`src/rtl/clk_gen_multi_if.sv`:
```
// clk_gen_multi_if: groups the per-channel control inputs and divided-clock outputs of clk_gen_multi.
// Ports (signals): en, sync, div_load, div_in, mode_in (master -> slave); clk_out, tick, pend (slave -> master).
// Modports: master = controller / testbench side, slave = clk_gen_multi side.
interface clk_gen_multi_if #(
  parameter int N_CH  = 2,
  parameter int CNT_W = 32
);
  logic [N_CH-1:0]       en;
  logic                  sync;
  logic [N_CH-1:0]       div_load;
  logic [N_CH*CNT_W-1:0] div_in;
  logic [N_CH-1:0]       mode_in;
  logic [N_CH-1:0]       clk_out;
  logic [N_CH-1:0]       tick;
  logic [N_CH-1:0]       pend;

  modport master (
    output en, sync, div_load, div_in, mode_in,
    input  clk_out, tick, pend
  );

  modport slave (
    input  en, sync, div_load, div_in, mode_in,
    output clk_out, tick, pend
  );
endinterface

```
`src/rtl/clk_gen_multi.sv`:
```
// clk_gen_multi: N_CH independent programmable dividers, each producing a 50% toggle clock or a one-cycle tick.
// Ports: clk, rst (sync, active-high); bus (slave): en/sync/div_load/div_in/mode_in in, clk_out/tick/pend out.
// Latency: all outputs registered; tick appears the cycle after the terminal edge. No backpressure.
module clk_gen_multi #(
  parameter int N_CH    = 2,
  parameter int CNT_W   = 32,
  parameter int DEF_DIV = 5
) (
  input  logic           clk,
  input  logic           rst,
  clk_gen_multi_if.slave bus
);

  localparam logic [CNT_W-1:0] DEF_DIV_W = CNT_W'(DEF_DIV);
  localparam logic [CNT_W-1:0] ONE_W     = CNT_W'(1);

  logic [CNT_W-1:0] cnt_q    [N_CH];
  logic [CNT_W-1:0] cnt_d    [N_CH];
  logic [CNT_W-1:0] div_q    [N_CH];
  logic [CNT_W-1:0] div_d    [N_CH];
  logic [CNT_W-1:0] shd_div_q[N_CH];
  logic [CNT_W-1:0] shd_div_d[N_CH];
  logic [N_CH-1:0]  mode_q, mode_d;         // 0 = toggle, 1 = pulse
  logic [N_CH-1:0]  shd_mode_q, shd_mode_d;
  logic [N_CH-1:0]  clk_q, clk_d;
  logic [N_CH-1:0]  tick_q, tick_d;
  logic [N_CH-1:0]  pend_q, pend_d;

  // A zero divisor behaves as divide-by-one.
  function automatic logic [CNT_W-1:0] eff_div(input logic [CNT_W-1:0] d);
    return (d == '0) ? ONE_W : d;
  endfunction

  always_comb begin
    cnt_d      = cnt_q;
    div_d      = div_q;
    shd_div_d  = shd_div_q;
    mode_d     = mode_q;
    shd_mode_d = shd_mode_q;
    clk_d      = clk_q;
    pend_d     = pend_q;
    tick_d     = '0;
    for (int k = 0; k < N_CH; k++) begin
      if (bus.sync) begin
        // Restart all channels together; a load arriving now bypasses the shadow wait.
        cnt_d[k] = '0;
        if (bus.div_load[k]) begin
          div_d[k]      = bus.div_in[k*CNT_W +: CNT_W];
          mode_d[k]     = bus.mode_in[k];
          shd_div_d[k]  = bus.div_in[k*CNT_W +: CNT_W];
          shd_mode_d[k] = bus.mode_in[k];
          pend_d[k]     = 1'b0;
        end else if (pend_q[k]) begin
          div_d[k]  = shd_div_q[k];
          mode_d[k] = shd_mode_q[k];
          pend_d[k] = 1'b0;
        end
      end else if (bus.div_load[k] && !bus.en[k]) begin
        // Idle channel: nothing to disturb, so take the new setting immediately.
        cnt_d[k]      = '0;
        div_d[k]      = bus.div_in[k*CNT_W +: CNT_W];
        mode_d[k]     = bus.mode_in[k];
        shd_div_d[k]  = bus.div_in[k*CNT_W +: CNT_W];
        shd_mode_d[k] = bus.mode_in[k];
        pend_d[k]     = 1'b0;
      end else if (bus.en[k]) begin
        // '>=' keeps a channel from running away if the counter ever sits above the limit.
        if (cnt_q[k] >= eff_div(div_q[k]) - ONE_W) begin
          cnt_d[k] = '0;
          // The terminal edge itself still obeys the old mode.
          if (mode_q[k]) tick_d[k] = 1'b1;
          else           clk_d[k]  = ~clk_q[k];
          if (bus.div_load[k]) begin
            div_d[k]      = bus.div_in[k*CNT_W +: CNT_W];
            mode_d[k]     = bus.mode_in[k];
            shd_div_d[k]  = bus.div_in[k*CNT_W +: CNT_W];
            shd_mode_d[k] = bus.mode_in[k];
            pend_d[k]     = 1'b0;
          end else if (pend_q[k]) begin
            div_d[k]  = shd_div_q[k];
            mode_d[k] = shd_mode_q[k];
            pend_d[k] = 1'b0;
          end
        end else begin
          cnt_d[k] = cnt_q[k] + ONE_W;
          if (bus.div_load[k]) begin
            shd_div_d[k]  = bus.div_in[k*CNT_W +: CNT_W];
            shd_mode_d[k] = bus.mode_in[k];
            pend_d[k]     = 1'b1;
          end
        end
      end
    end
  end

  always_ff @(posedge clk) begin
    if (rst) begin
      for (int k = 0; k < N_CH; k++) begin
        cnt_q[k]     <= '0;
        div_q[k]     <= DEF_DIV_W;
        shd_div_q[k] <= DEF_DIV_W;
      end
      mode_q     <= '0;
      shd_mode_q <= '0;
      clk_q      <= '0;
      tick_q     <= '0;
      pend_q     <= '0;
    end else begin
      cnt_q      <= cnt_d;
      div_q      <= div_d;
      shd_div_q  <= shd_div_d;
      mode_q     <= mode_d;
      shd_mode_q <= shd_mode_d;
      clk_q      <= clk_d;
      tick_q     <= tick_d;
      pend_q     <= pend_d;
    end
  end

  assign bus.clk_out = clk_q;
  assign bus.tick    = tick_q;
  assign bus.pend    = pend_q;

endmodule

```
`src/flat_wrapper.sv`:
```
// flat-port wrapper written by rule: the top's interface ports become plain ports
module clk_gen_multi_flat 
#(
  parameter int N_CH    = 2,
  parameter int CNT_W   = 32,
  parameter int DEF_DIV = 5
)
  (clk, rst, bus_en, bus_sync, bus_div_load, bus_div_in, bus_mode_in, bus_clk_out, bus_tick, bus_pend);
  clk_gen_multi_if #(.N_CH(N_CH), .CNT_W(CNT_W)) bus_i ();
  input  logic clk;
  input  logic rst;
  input wire logic [$bits(bus_i.en)-1:0] bus_en;
  input wire logic [$bits(bus_i.sync)-1:0] bus_sync;
  input wire logic [$bits(bus_i.div_load)-1:0] bus_div_load;
  input wire logic [$bits(bus_i.div_in)-1:0] bus_div_in;
  input wire logic [$bits(bus_i.mode_in)-1:0] bus_mode_in;
  output wire logic [$bits(bus_i.clk_out)-1:0] bus_clk_out;
  output wire logic [$bits(bus_i.tick)-1:0] bus_tick;
  output wire logic [$bits(bus_i.pend)-1:0] bus_pend;
  assign bus_i.en = bus_en;
  assign bus_i.sync = bus_sync;
  assign bus_i.div_load = bus_div_load;
  assign bus_i.div_in = bus_div_in;
  assign bus_i.mode_in = bus_mode_in;
  assign bus_clk_out = bus_i.clk_out;
  assign bus_tick = bus_i.tick;
  assign bus_pend = bus_i.pend;
  clk_gen_multi #(.N_CH(N_CH), .CNT_W(CNT_W), .DEF_DIV(DEF_DIV)) u_core (.clk(clk), .rst(rst), .bus(bus_i));
endmodule
```
`config.mk`:
```
export PLATFORM = sky130hd
export DESIGN_NAME = clk_gen_multi_flat
export DESIGN_NICKNAME = d
export VERILOG_FILES = /design/src/rtl/clk_gen_multi_if.sv /design/src/rtl/clk_gen_multi.sv /design/src/flat_wrapper.sv
export SDC_FILE = /design/constraint.sdc
export NUM_CORES = 1
export LEC_CHECK = 0
export ABC_AREA = 1
export CAP_MARGIN = 20
export CORE_ASPECT_RATIO = 0.7
export CORE_UTILIZATION = 61
export DETAILED_ROUTE_END_ITERATION = 10
export GPL_ROUTABILITY_DRIVEN = 0
export GPL_TIMING_DRIVEN = 0
export PLACE_DENSITY = 0.82
export SETUP_SLACK_MARGIN = 0.2
export SYNTH_ARGS = -nofsm -noshare
export SYNTH_HDL_FRONTEND = slang
export SYNTH_SLANG_ARGS = --single-unit
```
`constraint.sdc`:
```
create_clock -name clk -period 4.2 [get_ports clk]
set_clock_uncertainty 0.05 [all_clocks]
set_input_delay 0.63 -clock clk [delete_from_list [all_inputs] [get_ports clk]]
set_output_delay 0.63 -clock clk [all_outputs]
set_load 0.01 [all_outputs]
```
; ---- Word level (Yosys, flattened, before mapping)
; Index checks and enable logic that the tools add are counted.
[totals]
in_bits = 73
output_inout_bits = 6
wordCells = 105
regBits = 202
[op_classes]
order_cmp = 2
n_addsub = 4
bitwise = 11
muxes = 50
reduce_logical = 22
[op_table]
columns = operator, count
row1 = $mux W32, 24
row2 = $add A32 B1 Y32 const B, 2
row3 = $ge A32 B32 Y1, 2
row4 = $logic_not A32 Y1, 2
row5 = $sub A32 B1 Y32 const B, 2
row6 = $mux W1, 26
row7 = $reduce_bool A3 Y1, 4
row8 = $not A1 Y1, 11
row9 = $reduce_and A5 Y1, 2
row10 = $reduce_or A5 Y1, 2
row11 = $reduce_and A2 Y1, 4
row12 = $reduce_or A3 Y1, 2
row13 = $reduce_bool A2 Y1, 2
row14 = $logic_and A1 B1 Y1, 2
row15 = $logic_not A1 Y1, 2

; ---- Depth between registers and ports, before layout
; Gate-level depths: netlist of run 1.
[logic_depth]
ltp_word = 8
depth_mapped = 29
mapped_depth_nobuf = 27

; ---- Worst setup path after synthesis of run 1
; OpenSTA, ideal clock, no wires.
[synth_path]
path_type = register to register
startpoint = register u_core.div_q[20] (netlist name)
endpoint = register u_core.div_q[24] (netlist name)
period_less_slack_ps = 3543
setup_slack_ps = 657
arrival_ps = 3380
path_stages_with_launch = 26
setup_time_ps = 113
path_buffers = 2
required_ps = 4037
path_cell_list = dfxtp_1 -> nor2_1 -> nand3_1 -> nor2_1 -> nand2_1 -> nor2_2 -> nor2_1 -> ha_1 -> nand3_1 -> nor2_1 -> nand2_1 -> clkinv_1 -> nand4_1 -> o32a_1 -> ha_1 -> nand2_1 -> nor2_1 -> nand4_1 -> a21oi_1 -> nor2_1 -> nand2_2 -> nand2_2 -> buf_6 -> buf_6 -> a21oi_2 -> nor2_1
[synth_via]
elab_chain_cells = 6
[synth_lines]
columns = item, line_no
row1 = from (decl), clk_gen_multi.sv:19  ; logic [CNT_W-1:0] div_q [N_CH];
row2 = from (signal assigned), clk_gen_multi.sv:110  ; div_q <= div_d;
row3 = $logic_not A32 Y1, clk_gen_multi.sv:31  ; return (d == '0) ? ONE_W : d;
row4 = $mux W32 *, clk_gen_multi.sv:31
row5 = $sub A32 B1 Y32 *, clk_gen_multi.sv:68  ; if (cnt_q[k] >= eff_div(div_q[k]) - ONE_W) begin
row6 = $ge A32 B32 Y1 *, clk_gen_multi.sv:68
row7 = $reduce_bool A3 Y1 (no source line) *, --
row8 = $reduce_and A2 Y1 (no source line) *, --
; Mark *: on every way between the ends. The rest lies on a longest branch, timed or not.
; A chain may end at the register's enable or synchronous reset.

; ---- Worst setup path after layout of run 1
[layout_path]
startpoint = register u_core.div_q[60] (netlist name)
endpoint = register u_core.div_q[38] (netlist name)
; Same word-level chain as after synthesis.

==> results.toml, run 1 <==
[outcome]
status = "completed"

[setup_path]
critPathCaptureType = "flip-flop"
critical_path_class = "reg2reg"
path_max_fanout = 10
r2r_setup_slack_ns = 0.27
cp.arrival_ns = 4.30
worstPathRequired_ns = 4.57
cp_common_cell = "nor2_1"
critical-path-slowest-cell = "dfxtp_2"
start_kind = "flip-flop"
cpPeakStageDelay_ns = 0.35

[timing]
worstMarginPinSlew_ns = 0.823
fmax_mhz = 255
rsz0062_at_grt = "yes"
timing_hold_violations_final = 0
report.final.slew_viol_count = 0
setup-tns-final_ns = 0
final-setup-viol-count = 0
period_needed_ns = 3.93
hold_ws_ns = 0.409
period_share_pct = 93.5
timing.max_slew.rel_slack_pct = 44.7

[clock_network]
insertion_delay_ns = 0.51
cts.path.max_buffers = 3
clock-root-buffer = "clkbuf_16"
clkSlewWorstSetupHoldPaths_ns = 0.06
ctsHtreeMaxLevel = 1
cts_tree = "built"
cts.sinks = 202
cts_hold_buf = 0
cts_inserted_buffers = 21

[grt]
grt_pass1_vias = 11800
grt_pass1_wl_um = 62500
grt_max_degree = 15
grt_overflow = 0
antenna_found_initial = 0
grt_use_total_pct = 37.0

[route]
wl_per_cell_um = 17.6
drc = 0
drt_iter0_drc = 2044
ant_nets = 0
dr.pass1.iters = 8
vias = 13700
vias_per_cell = 5.90
wl_um = 41000

[final_layout]
area_delta_synth_final_pct = 18.1
regArea_um2 = 4120
fillCellCount = 1585
diodes = 0
multiInputGateArea_um2 = 7920
final_nets = 2184
final_layout_size_suffix_gt1_share_pct = 13.0
final_cell_mix = "409 x nand2_1, 310 x nor2_1, 166 x inv_1"
layoutNonFillerInstCount = 2326
final_common_cell = "nand2_1"

[floorplanning]
fp.coreArea_um2 = 20200
die_h_um = 123
num_rows = 43
ios = 79
die_w_um = 175
start_util_pct = 63.5
die-area_um2 = 21600

[logic_synthesis]
async_reset_ff_share_pct = 0
yosys_warnings = 0
syn_nets = 2070
syn-cell-area_um2 = 12800
synth.distinct_cells = 43
ys.flop_type = "dfxtp_1"
synthesis.instances = 1929
synth.ff_latch_count = 202
syn_avg_cell_area_um2 = 6.64
ys_seq_area_share_pct = 31.6
synth_edf_count = 0

[power]
p_leak_nw = 6.48
power_density_nw_per_um2 = 330
ir_drop_mv = 0.272

[place]
place_inst = 2274
io_buffers = 75
dpl.hpwl_um = 30800

[flow_run]
drv_cap = 0

[worst_hold_path]
hp-class = "reg2reg"
[through the flow]
stage / cell area, um^2 / power, W / util [%] / setup slack, ns
global placement: 13900 / 0.00291 / 68.9 / -0.386
detailed placement: 13900 / 0.00294 / 68.9 / -0.479
global route: 15100 / 0.00517 / 75.0 / 0.0230
finish: 15100 / 0.00499 / 75.0 / 0.271
floorplan: 12800 / 0.00266 / - / 0.657
CTS: 14800 / 0.00490 / 73.2 / 0.218
[cell usage after synthesis (all sizes together) (13+ instances only)]
cell	number	area [um^2]
a21oi	156	856
buf	46	278
clkbuf	38	143
dfxtp	202	4040
ha	68	851
inv	180	676
nand2	428	1640
nand3	120	678
nand4	33	228
nor2	348	1410
nor3	46	282
o21ai	143	716
xnor2	13	114
xor2	78	683
[power by group]
part | internal (W) | leakage [nW] | total (W) | switching, W
Combinational | 0.000324 | 4.46 | 0.000893 | 0.000568
Sequential | 0.00201 | 1.67 | 0.00212 | 0.000104
Clock | 0.00118 | 0.354 | 0.00198 | 0.000802
[cell type report]
| type | count | share of cell area, % |
|---|---|---|
| Buffer | 84 | 3.03 |
| Clock buffer | 30 | 4.23 |
| Clock inverter | 6 | 0.562 |
| Sequential cell | 202 | 27.3 |
| Multi-Input combinational cell | 1462 | 52.3 |
| Inverter | 181 | 4.49 |
| Timing Repair Buffer | 91 | 5.87 |
| Tap cell | 270 | 2.23 |
[layer usage]
metal	wire length [um]	vias to the layer above	part of all wire [%]	GRT usage, %
met5	0	-	0	0
met4	835	0	2.0	7.45
met3	6730	81	16	15.5
met2	15400	870	37	47.5
met1	18100	6290	44	55.7
li1	-	6479	-	-
[kinds of logic (layout without fill, tap and decap cells)]
family	count (synthesis)	after routing	share of synthesized area, %
buffers and inverters	265	392	8.58
DFF	202	202	31.6
AOI/OAI and AO/OA	314	314	13.1
and+or+nand+nor	989	989	33.8
adders and majority gates	68	68	6.64
xor gates and xnor gates	91	91	6.22
[worst paths after layout]
kind	cells past startpoint	endpoint	start
max	25	u_core.div_q[38]$_SDFFE_PP0P_	u_core.div_q[60]$_SDFFE_PP0P_
min	2	flip-flop	flip-flop
max reg2reg	25	u_core.div_q[38]$_SDFFE_PP0P_	u_core.div_q[60]$_SDFFE_PP0P_
min reg2reg	2	flip-flop	flip-flop
[worst max-delay path, delay by kind of cell, from the launching register on]
family / cells / cell delay, ns
adder cells (fa/ha/maj): 2 / 0.43
buffers and inverters: 4 / 0.51
XOR/XNOR: 1 / 0.20
AO/OA/AOI/OAI: 2 / 0.28
AND/OR/NAND/NOR: 16 / 2.01
flip-flops: 1 / 0.35
[timing repair]
| action | CTS | global route |
|---|---|---|
| setup endpoints to repair | 136 | 134 |
| cloned | 0 | 1 |
| pin swaps | 4 | 15 |
| gates resized for setup | 39 | 90 |
| setup buffers | 4 | 11 |
(Power assumes the default switching activity.)
==> inputs of run 2 (changes only) <==
==> constraint.sdc (replaced) <==
create_clock -name clk -period 4.5 [get_ports clk]
set_clock_uncertainty 0.05 [all_clocks]
set_input_delay 0.9 -clock clk [delete_from_list [all_inputs] [get_ports clk]]
set_output_delay 0.9 -clock clk [all_outputs]
set_load 0.01 [all_outputs]
==> results.toml, run 2 (same netlist as run 1, synthesis figures left out) <==
[outcome]
status = "completed"

[worst_hold_path]
hold_depth = 2
hp-class = "reg2reg"

[floorplanning]
num_rows = 43
die-area_um2 = 21600
fp.coreArea_um2 = 20200
die_w_um = 175
start_util_pct = 63.5
die_h_um = 123
ios = 79

[grt]
grt_pass1_vias = 11700
grt_use_total_pct = 36.6
grt_max_degree = 15
grt_pass1_wl_um = 61900
grt_overflow = 0
antenna_found_initial = 0

[setup_path]
worstPathRequired_ns = 4.85
critPathCaptureType = "flip-flop"
reg2reg_depth = 25
start_kind = "flip-flop"
critical-path-slowest-cell = "dfxtp_1"
setup.worst_path.end = "u_core.div_q[16]$_SDFFE_PP0P_"
cp-startpoint = "u_core.div_q[14]$_SDFFE_PP0P_"
r2r_start = "u_core.div_q[14]$_SDFFE_PP0P_"
path_max_fanout = 10
crit_buf_inv = 3
r2r_setup_slack_ns = 0.39
cpPeakStageDelay_ns = 0.41
path_depth = 25
crit_family = "simple AND/OR/NAND/NOR gates"
r2r_end = "u_core.div_q[16]$_SDFFE_PP0P_"
critical_path_class = "reg2reg"
cp.arrival_ns = 4.46

[timing]
final-setup-viol-count = 0
worstMarginPinSlew_ns = 0.851
period_needed_ns = 4.11
setup-tns-final_ns = 0
timing.max_slew.rel_slack_pct = 42.8
fmax_mhz = 243
report.final.slew_viol_count = 0
timing_hold_violations_final = 0
rsz0062_at_grt = "no"
period_share_pct = 91.4

[route]
drc = 0
ant_nets = 0
wl_um = 40000
top_layer_used = "met4"
wl_per_cell_um = 17.3
met1Wirelength_um = 18000
drt_iter0_drc = 1852
route.met3.wl_um = 6740
vias_per_cell = 5.82
met2_length_um = 14500
vias = 13500
dr.pass1.iters = 6

[final_layout]
layoutNonFillerInstCount = 2316
final_nets = 2174
multiInputGateArea_um2 = 7800
final_common_cell = "nand2_1"
regArea_um2 = 4080
area_delta_synth_final_pct = 15.9
final_util_pct = 73.6
final_cell_mix = "412 x nand2_1, 321 x nor2_1, 178 x dfxtp_1"
final_layout_size_suffix_gt1_share_pct = 10.6
diodes = 0
fillCellCount = 1646

[power]
power_density_nw_per_um2 = 311
ir_drop_mv = 0.255
p_leak_nw = 6.37

[clock_network]
cts.path.max_buffers = 3
insertion_delay_ns = 0.51
cts_hold_buf = 0
clkSlewWorstSetupHoldPaths_ns = 0.07
clock-root-buffer = "clkbuf_16"
cts_tree = "built"
cts_inserted_buffers = 21
cts.sinks = 202
ctsHtreeMaxLevel = 1

[flow_run]
drv_cap = 0

[place]
place_inst = 2274
dpl.hpwl_um = 30800
io_buffers = 75
==> run 2: cell types whose count changed in the layout (fill, tap and decap cells not counted), sizes merged <==
cell	previous run	this run
clkbuf	69	73
buf	61	47
==> run 2: cell type report <==
class                   instances  share of cell area [%]
plain buffers                  84                    2.97
multi-input cells            1462                    52.5
well taps                     270                    2.27
clock buffers                  30                    4.30
repair buffers                 81                    5.36
flip-flops and latches        202                    27.4
clock inverters                 6                   0.573
inverters                     181                    4.57
==> run 2: stage by stage <==
step / hold slack (ns) / power, W / cell area, um^2 / setup slack (ns)
finish: 0.409 / 0.00461 / 14900 / 0.389
global placement: 0.388 / 0.00272 / 13900 / -0.0861
floorplan: 0.375 / 0.00249 / 12800 / 0.957
CTS: 0.411 / 0.00456 / 14700 / 0.214
global route: 0.423 / 0.00479 / 14900 / 0.170
detailed placement: 0.394 / 0.00274 / 13900 / -0.179
==> run 2: report_power, final <==
group	leakage [nW]	internal [W]	switching [W]
clock network	0.354	0.00110	0.000746
registers	1.66	0.00188	0.0000928
logic	4.35	0.000289	0.000511
total	6.37	0.00327	0.00135
==> run 2: metal layers <==
layer  vias to the layer above  global-route usage [%]
li1                       6431                       -
met1                      6173                    56.0
met2                       819                    46.9
met3                        60                    14.4
met4                         0                    7.17
met5                         -                       0
==> run 2: worst min-delay path by stage <==
stage | startpoint | to | slack, ns
6_report | flip-flop | flip-flop | 0.41
5_1_grt | flip-flop | flip-flop | 0.42
4_1_cts | flip-flop | flip-flop | 0.41
3_5_place_dp | flip-flop | flip-flop | 0.39
3_3_place_gp | flip-flop | flip-flop | 0.39
2_1_floorplan | u_core.mode_q[0]$_SDFFE_PP0P_ | u_core.bus.tick[0]$_SDFF_PP0_ | 0.38
==> run 2: repair_timing <==
action	in CTS	in global routing
pin swaps	0	7
cloned	0	0
gates resized for setup	10	53
hold endpoints to repair	0	0
endpoints found under the setup margin	132	134
buffers inserted	0	6
==> run 2: tightest hold or removal path, delay by kind of cell (launching register included) <==
family	cells	cell delay (ns)
flip-flops	1	0.33
AND/OR/NAND/NOR	2	0.10
==> RTL change (flow settings as in run 1) <==
`N_CH` is set to 2 in 3 places; all go to 4.
--- a/src/rtl/clk_gen_multi_if.sv
+++ b/src/rtl/clk_gen_multi_if.sv
@@ -2,7 +2,7 @@
 // Ports (signals): en, sync, div_load, div_in, mode_in (master -> slave); clk_out, tick, pend (slave -> master).
 // Modports: master = controller / testbench side, slave = clk_gen_multi side.
 interface clk_gen_multi_if #(
-  parameter int N_CH  = 2,
+  parameter int N_CH  = 4,
   parameter int CNT_W = 32
 );
   logic [N_CH-1:0]       en;
--- a/src/rtl/clk_gen_multi.sv
+++ b/src/rtl/clk_gen_multi.sv
@@ -2,7 +2,7 @@
 // Ports: clk, rst (sync, active-high); bus (slave): en/sync/div_load/div_in/mode_in in, clk_out/tick/pend out.
 // Latency: all outputs registered; tick appears the cycle after the terminal edge. No backpressure.
 module clk_gen_multi #(
-  parameter int N_CH    = 2,
+  parameter int N_CH    = 4,
   parameter int CNT_W   = 32,
   parameter int DEF_DIV = 5
 ) (
--- a/src/flat_wrapper.sv
+++ b/src/flat_wrapper.sv
@@ -1,7 +1,7 @@
 // flat-port wrapper written by rule: the top's interface ports become plain ports
 module clk_gen_multi_flat 
 #(
-  parameter int N_CH    = 2,
+  parameter int N_CH    = 4,
   parameter int CNT_W   = 32,
   parameter int DEF_DIV = 5
 )
Ports: changed (7 resized); port bits go from 79 to 155. The function was not compared with the original's and may differ.
==> RTL change against run 1 <==
- the run now ends with negative setup slack left
- final cell count rose by 100%
- sequential cell count rose by 202
- worst setup slack lost 0.34 ns
- synthesized area increased by 95%
- total power increased by 100%
- wire length is 100% higher
- sequential share of layout area decreased by 0.81 points
- final area rose by 110%
- via count rose by 100%
- critical endpoint is now u_core.div_q[25]
==> RTL change: results (changes against run 1) <==
- Post-Layout Cell Count: 4649 (+100%)
- Total wire length: 83.9 mm (+100%)
- Data arrival, critical path: 4.66 ns (+0.36 ns)
- Placed insts: 4468 (+96%)
- Seq/Total Area, Yosys: 32.4% (+0.88 points)
- Clk_lat worst skew: 0.55 ns (+0.04 ns)
- Initial antenna violation count: 4 (+4)
- Total negative slack: -0.575 ns (-0.575 ns)
- GRT Resource Usage Total: 36.1% (-0.87 points)
- CP max stage cell: nor2_1
- Vias in the first global route: 24000 (+100%)
- CTS buffer count: 40 (+90%)
- Worst-case reg-to-reg path depth: 18 (-28%)
- Iteration-0 DRC Markers: 3773 (+85%)
- First-pass GRT wire length: 122 mm (+96%)
- PortBufs: 148 (+97%)
- Slew headroom: 29.2% (-16 points)
- H-Tree Depth: 2 (+1)
- Compound-Gate Fraction of Synth Area: 13.4% (+0.28 points)
- Status: finished with violations
- PnR worst setup slack: -0.0727 ns (-0.344 ns)
- Syn_area_per_cell: 6.59 um^2 (-0.83%)
- Synth Area in Adders: 6.83% (+0.18 points)
- Syn Nets: 4064 (+96%)
- Via-to-Cell Ratio: 5.94 (+0.74%)
- CP max stage delay: 0.62 ns (+0.27 ns)
- Failing checks: negative setup slack
- Leakage: 13.2 nW (+100%)
- Layout cells sized above 1: 16.7% (+3.6 points)
- Endpoints failing setup: 28 (+28)
- Final HPWL DP: 56.4 mm (+83%)
- XOR/XNOR Fraction of Synth Area: 6.39% (+0.17 points)
- Commonest cells post-synth: 788 x nand2_1, 623 x nor2_1, 404 x dfxtp_1
[RTL change: cell type report]
type	count	area, um^2
Sequential cell	404	8320
Clock inverter	14	220
Tap cell	535	669
Multi-Input combinational cell	2880	16300
Timing Repair Buffer	258	2530
Buffer	169	1000
Antenna cell	4	10.0
Clock buffer	53	1150
Inverter	332	1260
Fill cell	2885	8560
[RTL change: kinds of logic (layout without fill, tap and decap cells)]
kind of cell               Yosys count  count (layout)
adders and majority gates          136             136
xor gates and xnor gates           182             182
DFF                                404             404
and+or+nand+nor                   1905            1905
buffers and inverters              501             826
AOI/OAI and AO/OA                  657             657
other                                0               4
[RTL change: per-layer routing]
layer	up-vias	GRT usage, %	wire [um]
met5	-	0	0
met4	0	13.0	3890
met3	298	7.69	9710
met2	1680	54.9	35600
met1	12700	50.2	34800
li1	13000	-	-
[RTL change: power by group]
group	total (mW)	leakage (nW)	internal [mW]	switching (mW)
clock network	3.90	0.684	2.28	1.62
registers	4.23	3.35	4.03	0.200
logic	1.90	9.21	0.728	1.17
total	10.0	13.2	7.04	2.99
[RTL change: worst paths after layout]
path                                       from               end  slack [ns]
worst min register to register        flip-flop         flip-flop        0.41
worst max register to register  u_core.div_q[2]  u_core.div_q[25]       -0.07
worst max-delay path            u_core.div_q[2]  u_core.div_q[25]       -0.07
worst min-delay path                  flip-flop         flip-flop        0.41
[RTL change: repair_timing]
action,CTS,global route
endpoints found under the setup margin,269,265
resized for setup,230,371
setup buffers,39,59
pin swaps,39,105
gates cloned,2,10
[RTL change: worst min-delay path: cells and delay by family, from the launching register on]
family	cells	cell delay, ns
flip-flops	1	0.31
AND/OR/NAND/NOR	1	0.06
AO/OA/AOI/OAI	1	0.05
[RTL change: stage by stage]
stage | hold WS, ns | util, % | cell area, um^2
2_1_floorplan | 0.380 | - | 24900
3_3_place_gp | 0.387 | 67.7 | 27100
3_5_place_dp | 0.395 | 67.7 | 27100
4_1_cts | 0.410 | 73.5 | 29400
5_1_grt | 0.423 | 78.6 | 31400
6_report | 0.411 | 78.6 | 31400
